## src/rtl/fetch_pkg.sv

```systemverilog
// Shared definitions for the instruction-fetch sequencer: FSM encoding,
// default fetch granularity and the PC alignment helper.
package fetch_pkg;

   typedef enum logic [1:0] {
      RUN       = 2'd0,
      MISS_REQ  = 2'd1,
      MISS_WAIT = 2'd2
   } fetch_state_e;

   localparam int unsigned DEFAULT_INST_BYTES = 4;

   // Mask that clears the byte-offset bits of an instruction address;
   // inst_bytes is expected to be a power of two.
   function automatic logic [63:0] align_mask(input int unsigned inst_bytes);
      return ~(64'(inst_bytes) - 64'd1);
   endfunction

endpackage

```

## src/rtl/sat_counter.sv

```systemverilog
// Up-counter that sticks at all-ones instead of wrapping.
module sat_counter #(
   parameter int unsigned WIDTH = 16
) (
   input  logic             i_Clk,
   input  logic             i_Reset_n,
   input  logic             i_Inc,
   output logic [WIDTH-1:0] o_Count
);

   // NOTE: state registers take non-blocking assignments so every flop
   // samples pre-edge values regardless of process ordering.
   always_ff @(posedge i_Clk or negedge i_Reset_n) begin
      if (!i_Reset_n)
         o_Count <= '0;
      else if (i_Inc && (o_Count != '1))
         o_Count <= o_Count + WIDTH'(1);
   end

endmodule

```

## src/rtl/fetch_ctrl.sv

```systemverilog
// Instruction-fetch sequencer: owns the fetch PC, runs the icache miss/refill
// handshake and produces the IF/DEC latch stall, flush and bubble controls.
module fetch_ctrl
   import fetch_pkg::*;
#(
   parameter int unsigned                  ADDRESS_WIDTH  = 32,
   parameter logic [ADDRESS_WIDTH-1:0]     RESET_PC       = '0,
   parameter int unsigned                  INST_BYTES     = DEFAULT_INST_BYTES,
   parameter int unsigned                  MISS_CNT_WIDTH = 16
) (
   input  logic                      i_Clk,
   input  logic                      i_Reset_n,
   input  logic                      i_Stall,
   input  logic                      i_BranchTaken,
   input  logic [ADDRESS_WIDTH-1:0]  i_BranchTarget,
   input  logic                      i_ICacheHit,
   input  logic                      i_ICacheRefillDone,
   output logic [ADDRESS_WIDTH-1:0]  o_FetchPC,
   output logic                      o_ICacheReq,
   output logic                      o_ICacheMissReq,
   output logic                      o_IFDEC_Stall,
   output logic                      o_IFDEC_Flush,
   output logic                      o_imembubble,
   output logic [MISS_CNT_WIDTH-1:0] o_MissCount
);

   localparam logic [ADDRESS_WIDTH-1:0] ALIGN_MASK = ADDRESS_WIDTH'(align_mask(INST_BYTES));
   localparam logic [ADDRESS_WIDTH-1:0] PC_STEP    = ADDRESS_WIDTH'(INST_BYTES);

   fetch_state_e             state, state_nxt;
   logic [ADDRESS_WIDTH-1:0] pc, pc_nxt;
   logic                     pend_vld, pend_vld_nxt;
   logic [ADDRESS_WIDTH-1:0] pend_tgt, pend_tgt_nxt;
   logic [ADDRESS_WIDTH-1:0] branch_tgt;
   logic                     miss_inc;

   assign branch_tgt = i_BranchTarget & ALIGN_MASK;

   always_ff @(posedge i_Clk or negedge i_Reset_n) begin
      if (!i_Reset_n) begin
         state    <= RUN;
         pc       <= RESET_PC;
         pend_vld <= 1'b0;
         pend_tgt <= '0;
      end else begin
         state    <= state_nxt;
         pc       <= pc_nxt;
         pend_vld <= pend_vld_nxt;
         pend_tgt <= pend_tgt_nxt;
      end
   end

   // NOTE: every signal driven here gets a default first, so no path through
   // the case can leave one unassigned and infer a latch.
   always_comb begin
      state_nxt       = state;
      pc_nxt          = pc;
      pend_vld_nxt    = pend_vld;
      pend_tgt_nxt    = pend_tgt;
      o_ICacheReq     = 1'b0;
      o_ICacheMissReq = 1'b0;
      miss_inc        = 1'b0;

      unique case (state)
         RUN: begin
            o_ICacheReq = 1'b1;
            // A redirect wins over both a miss and a stall on the current PC.
            if (i_BranchTaken) begin
               pc_nxt = branch_tgt;
            end else if (!i_ICacheHit) begin
               state_nxt = MISS_REQ;
               miss_inc  = 1'b1;
            end else if (!i_Stall) begin
               pc_nxt = pc + PC_STEP;
            end
         end

         MISS_REQ: begin
            o_ICacheMissReq = 1'b1;
            state_nxt       = MISS_WAIT;
            if (i_BranchTaken) begin
               pend_vld_nxt = 1'b1;
               pend_tgt_nxt = branch_tgt;
            end
         end

         MISS_WAIT: begin
            // The refill always completes; a redirect seen meanwhile is parked.
            if (i_ICacheRefillDone) begin
               state_nxt    = RUN;
               pend_vld_nxt = 1'b0;
               if (i_BranchTaken)
                  pc_nxt = branch_tgt;
               else if (pend_vld)
                  pc_nxt = pend_tgt;
            end else if (i_BranchTaken) begin
               pend_vld_nxt = 1'b1;
               pend_tgt_nxt = branch_tgt;
            end
         end

         default: begin
            state_nxt    = RUN;
            pend_vld_nxt = 1'b0;
         end
      endcase
   end

   sat_counter #(
      .WIDTH (MISS_CNT_WIDTH)
   ) u_miss_cnt (
      .i_Clk     (i_Clk),
      .i_Reset_n (i_Reset_n),
      .i_Inc     (miss_inc),
      .o_Count   (o_MissCount)
   );

   assign o_FetchPC     = pc;
   assign o_imembubble  = (state != RUN) | ~i_ICacheHit;
   assign o_IFDEC_Flush = i_BranchTaken;
   // The latch favours stall over flush, so a redirect must drop the stall.
   assign o_IFDEC_Stall = i_Stall & ~i_BranchTaken;

endmodule

```

## config.mk

```make
export PLATFORM = sky130hd
export DESIGN_NAME = fetch_ctrl
export DESIGN_NICKNAME = d
export VERILOG_FILES = /design/src/rtl/fetch_pkg.sv /design/src/rtl/sat_counter.sv /design/src/rtl/fetch_ctrl.sv
export SDC_FILE = /design/constraint.sdc
export NUM_CORES = 1
export LEC_CHECK = 0
export CELL_PAD_IN_SITES_DETAIL_PLACEMENT = 1
export CELL_PAD_IN_SITES_GLOBAL_PLACEMENT = 1
export CORE_AREA = 2 2 125 91
export DETAILED_ROUTE_END_ITERATION = 6
export DIE_AREA = 0 0 127 93
export PLACE_DENSITY = 0.83
export REMOVE_ABC_BUFFERS = 1
export SYNTH_ARGS = -nofsm -noshare
export SYNTH_HDL_FRONTEND = slang
export SYNTH_SLANG_ARGS = --single-unit
```

## constraint.sdc

```tcl
create_clock -name i_Clk -period 3 [get_ports i_Clk]
set_clock_uncertainty 0.05 [all_clocks]
set_input_delay 0.3 -clock i_Clk [delete_from_list [all_inputs] [get_ports i_Clk]]
set_output_delay 0.3 -clock i_Clk [all_outputs]
set_load 0.005 [all_outputs]
```

==> reports/qor.txt <==
WL final: 13300 um
Highest clock rate: 413 MHz
Comb pwr share: 0.389
Util after Layout: 0.545
H-tree Lvls: 3
Vias in the first global route: 4192
# Max-Cap Violations: 0
Worst r2r dst: o_FetchPC[9]$_DFFE_PN0P_
FP Rows: 32
Die height: 93 um
Net Sw Frac: 0.361
Drt drc: 0
Post-route ant nets: 0
Largest net degree at the start of global routing: 84
GP Congestion: 0.791
Avg Vias per Cell: 5.95
CTS tree: done
Routed wire per std cell: 20.0 um
Pint: 3510 uW
Async set or reset register ratio after synthesis: 1.00
First-pass GRT wire length: 21800 um
Number of setup violations in the final report: 0
CTS resizes: 0
RR Startpoint: state[0]$_DFFE_PN0P_
Crit-path max FO: 32
Netlist cell types: 57
Hold slack: 106 ps
Clock power frac: 0.234
Synthesized area per cell: 10.1 um^2
Switching Power: 1980 uW
Worst-path clk slew: 60 ps
I/O Buffers: 88
Period utilization: 0.808
Clock sinks: 83
Flop2flop setup slack: 580 ps
Outcome: completed
Hold buffer count at cts: 0
Main synth FF type: dfrtp_1
Seq/Total Area, Yosys: 0.465
Post-synth EDFFs: 0
Max clock buf depth: 2
Dpl cell area: 5460 um^2
Full die area: 11800 um^2
Worst setup EP type: register
Drt first pass iters: 4
Final Hold Viols: 0
Worst reg2reg path depth: 7
Finished Cell Area: 5800 um^2
CP Class: reg2reg
Final Critical Period: 2420 ps
Leakage: 0.00230 uW
Crit path required time: 3210 ps
CTS Buf Count: 9
Total number of vias: 3960
Pins Over Slew Limit: 0
Detailed placer's ending HPWL: 9100 um
Initial antenna violation count: 0
Startpoint types: register
Synth Register Bits: 83
Total grt overflow: 0
Layout cells sized above 1: 0.142
All-Layer GR Usage: 0.235
Slew headroom: 0.274
Io pins: 91
Post-CTS setup buffer count: 0
Area growth syn-to-layout: 29.9%
Nets: 568
Yosys Warn Count: 0
Synth Cell Area: 4470 um^2
Detailed Route Iter0 Violations: 228
Cells after synthesis: 443
RSZ-0062 raised after global routing: false
Skew-Pair Late Insertion Delay: 340 ps
Slew at the pin with the worst max-slew slack: 1090 ps
Root buf cell: clkbuf_16
Die X: 127 um
WP data arrival: 2630 ps
Setup TNS: 0 ps
Tot Pwr: 5490 uW
VDD IR max: 0.392 mV
Pwr/cell area: 947 nW/um^2
Register share of total power: 0.377
Initial Util: 0.419
Core region area: 10700 um^2
Hold WC Path Type: in2async
Antenna cells: 0
==> critical path: stages, from the launching register on <==
cell	delay, ps
dfrtp_1	410
inv_1	90
ha_1	400
nand2b_1	180
o221ai_4	520
buf_4	430
o21ai_0	160
o21ai_0	100
==> state kept, by name (all words and copies together), names as in the netlist <==
signal              count
state                   2
pend_tgt               32
u_miss_cnt.o_Count     16
pend_vld                1
o_FetchPC              32
==> placed cells by master (no fill, tap or decap), types with 10 or more instances in the layout <==
cell | Yosys | layout
nand2_1 | 39 | 39
mux2_2 | 33 | 33
dfrtp_1 | 83 | 83
nand3_1 | 13 | 13
xnor2_1 | 11 | 11
nor2_1 | 29 | 29
buf_4 | 1 | 11
a21oi_1 | 21 | 21
a22o_1 | 10 | 10
clkdlybuf4s50_1 | 0 | 86
o21ai_0 | 46 | 46
==> final cells by class <==
cell class                      instances  area, um^2
Multi-Input combinational cell        324        2230
Fill cell                            1182        4850
Sequential cell                        83        2080
Clock buffer                           11         243
Tap cell                              136         170
Inverter                                9        33.8
Timing Repair Buffer                   98         948
Clock inverter                          5         100
==> Yosys cell counts, drive strengths merged, types with 4 or more instances <==
cell type | count | area [um^2]
dfrtp | 83 | 2080
o21ai | 48 | 240
nand2 | 39 | 146
mux2 | 33 | 372
nor2 | 29 | 109
a21oi | 21 | 105
clkbuf | 21 | 104
nand3 | 13 | 65.1
xnor2 | 11 | 96.3
a22o | 10 | 87.6
a31oi | 9 | 56.3
inv | 9 | 33.8
nor4 | 9 | 98.8
a22oi | 8 | 60.1
nand4 | 8 | 65.1
a41oi | 7 | 61.3
and3 | 7 | 43.8
nor2b | 7 | 43.8
buf | 6 | 51.3
a222oi | 5 | 50.1
ha | 5 | 62.6
nor3 | 5 | 25.0
o211ai | 5 | 37.5
and4 | 4 | 36.3
o2bb2ai | 4 | 41.3
==> through the flow <==
step,cells,setup slack [ps]
2_1_floorplan,416,-422
6_report,666,577
3_3_place_gp,650,719
4_1_cts,666,584
3_5_place_dp,650,620
5_1_grt,666,406
==> routing by layer <==
layer | track usage | vias up | routed length (um)
li1 | - | 1827 | -
met3 | 0.0606 | 11 | 682
met2 | 0.388 | 96 | 6470
met4 | 0.0760 | 0 | 129
met1 | 0.304 | 2026 | 6030
met5 | 0 | - | 0
==> logic make-up (layout without fill, tap and decap cells) <==
group | count (synthesis) | after routing | synth area share
XOR/XNOR | 14 | 14 | 0.0275
buffers and inverters | 36 | 123 | 0.0423
AO/OA/AOI/OAI | 133 | 133 | 0.196
flip-flops | 83 | 83 | 0.465
adder cells (fa/ha/maj) | 5 | 5 | 0.0140
multiplexers | 35 | 35 | 0.0877
AND/OR/NAND/NOR | 137 | 137 | 0.168
==> power by group through the flow <==
stage	sequential [uW]	combinational, uW	clock [uW]
global placement	2020	2030	0
detailed placement	2070	2140	0
CTS	2060	2160	1320
finish	2070	2140	1290
global route	2140	2330	1370
floorplan	1950	1140	0
==> how the worst max path moves through the flow <==
stage               slack (ps)                         to                  from
floorplan                 -420  o_FetchPC[31]$_DFFE_PN0P_  state[0]$_DFFE_PN0P_
CTS                        580   o_FetchPC[9]$_DFFE_PN0P_  state[0]$_DFFE_PN0P_
finish                     580   o_FetchPC[9]$_DFFE_PN0P_  state[0]$_DFFE_PN0P_
global route               410   o_FetchPC[4]$_DFFE_PN0P_  state[0]$_DFFE_PN0P_
detailed placement         620   o_FetchPC[9]$_DFFE_PN0P_  state[0]$_DFFE_PN0P_
global placement           720   o_FetchPC[6]$_DFFE_PN0P_  state[0]$_DFFE_PN0P_
Power figures use the tool's default switching activity.
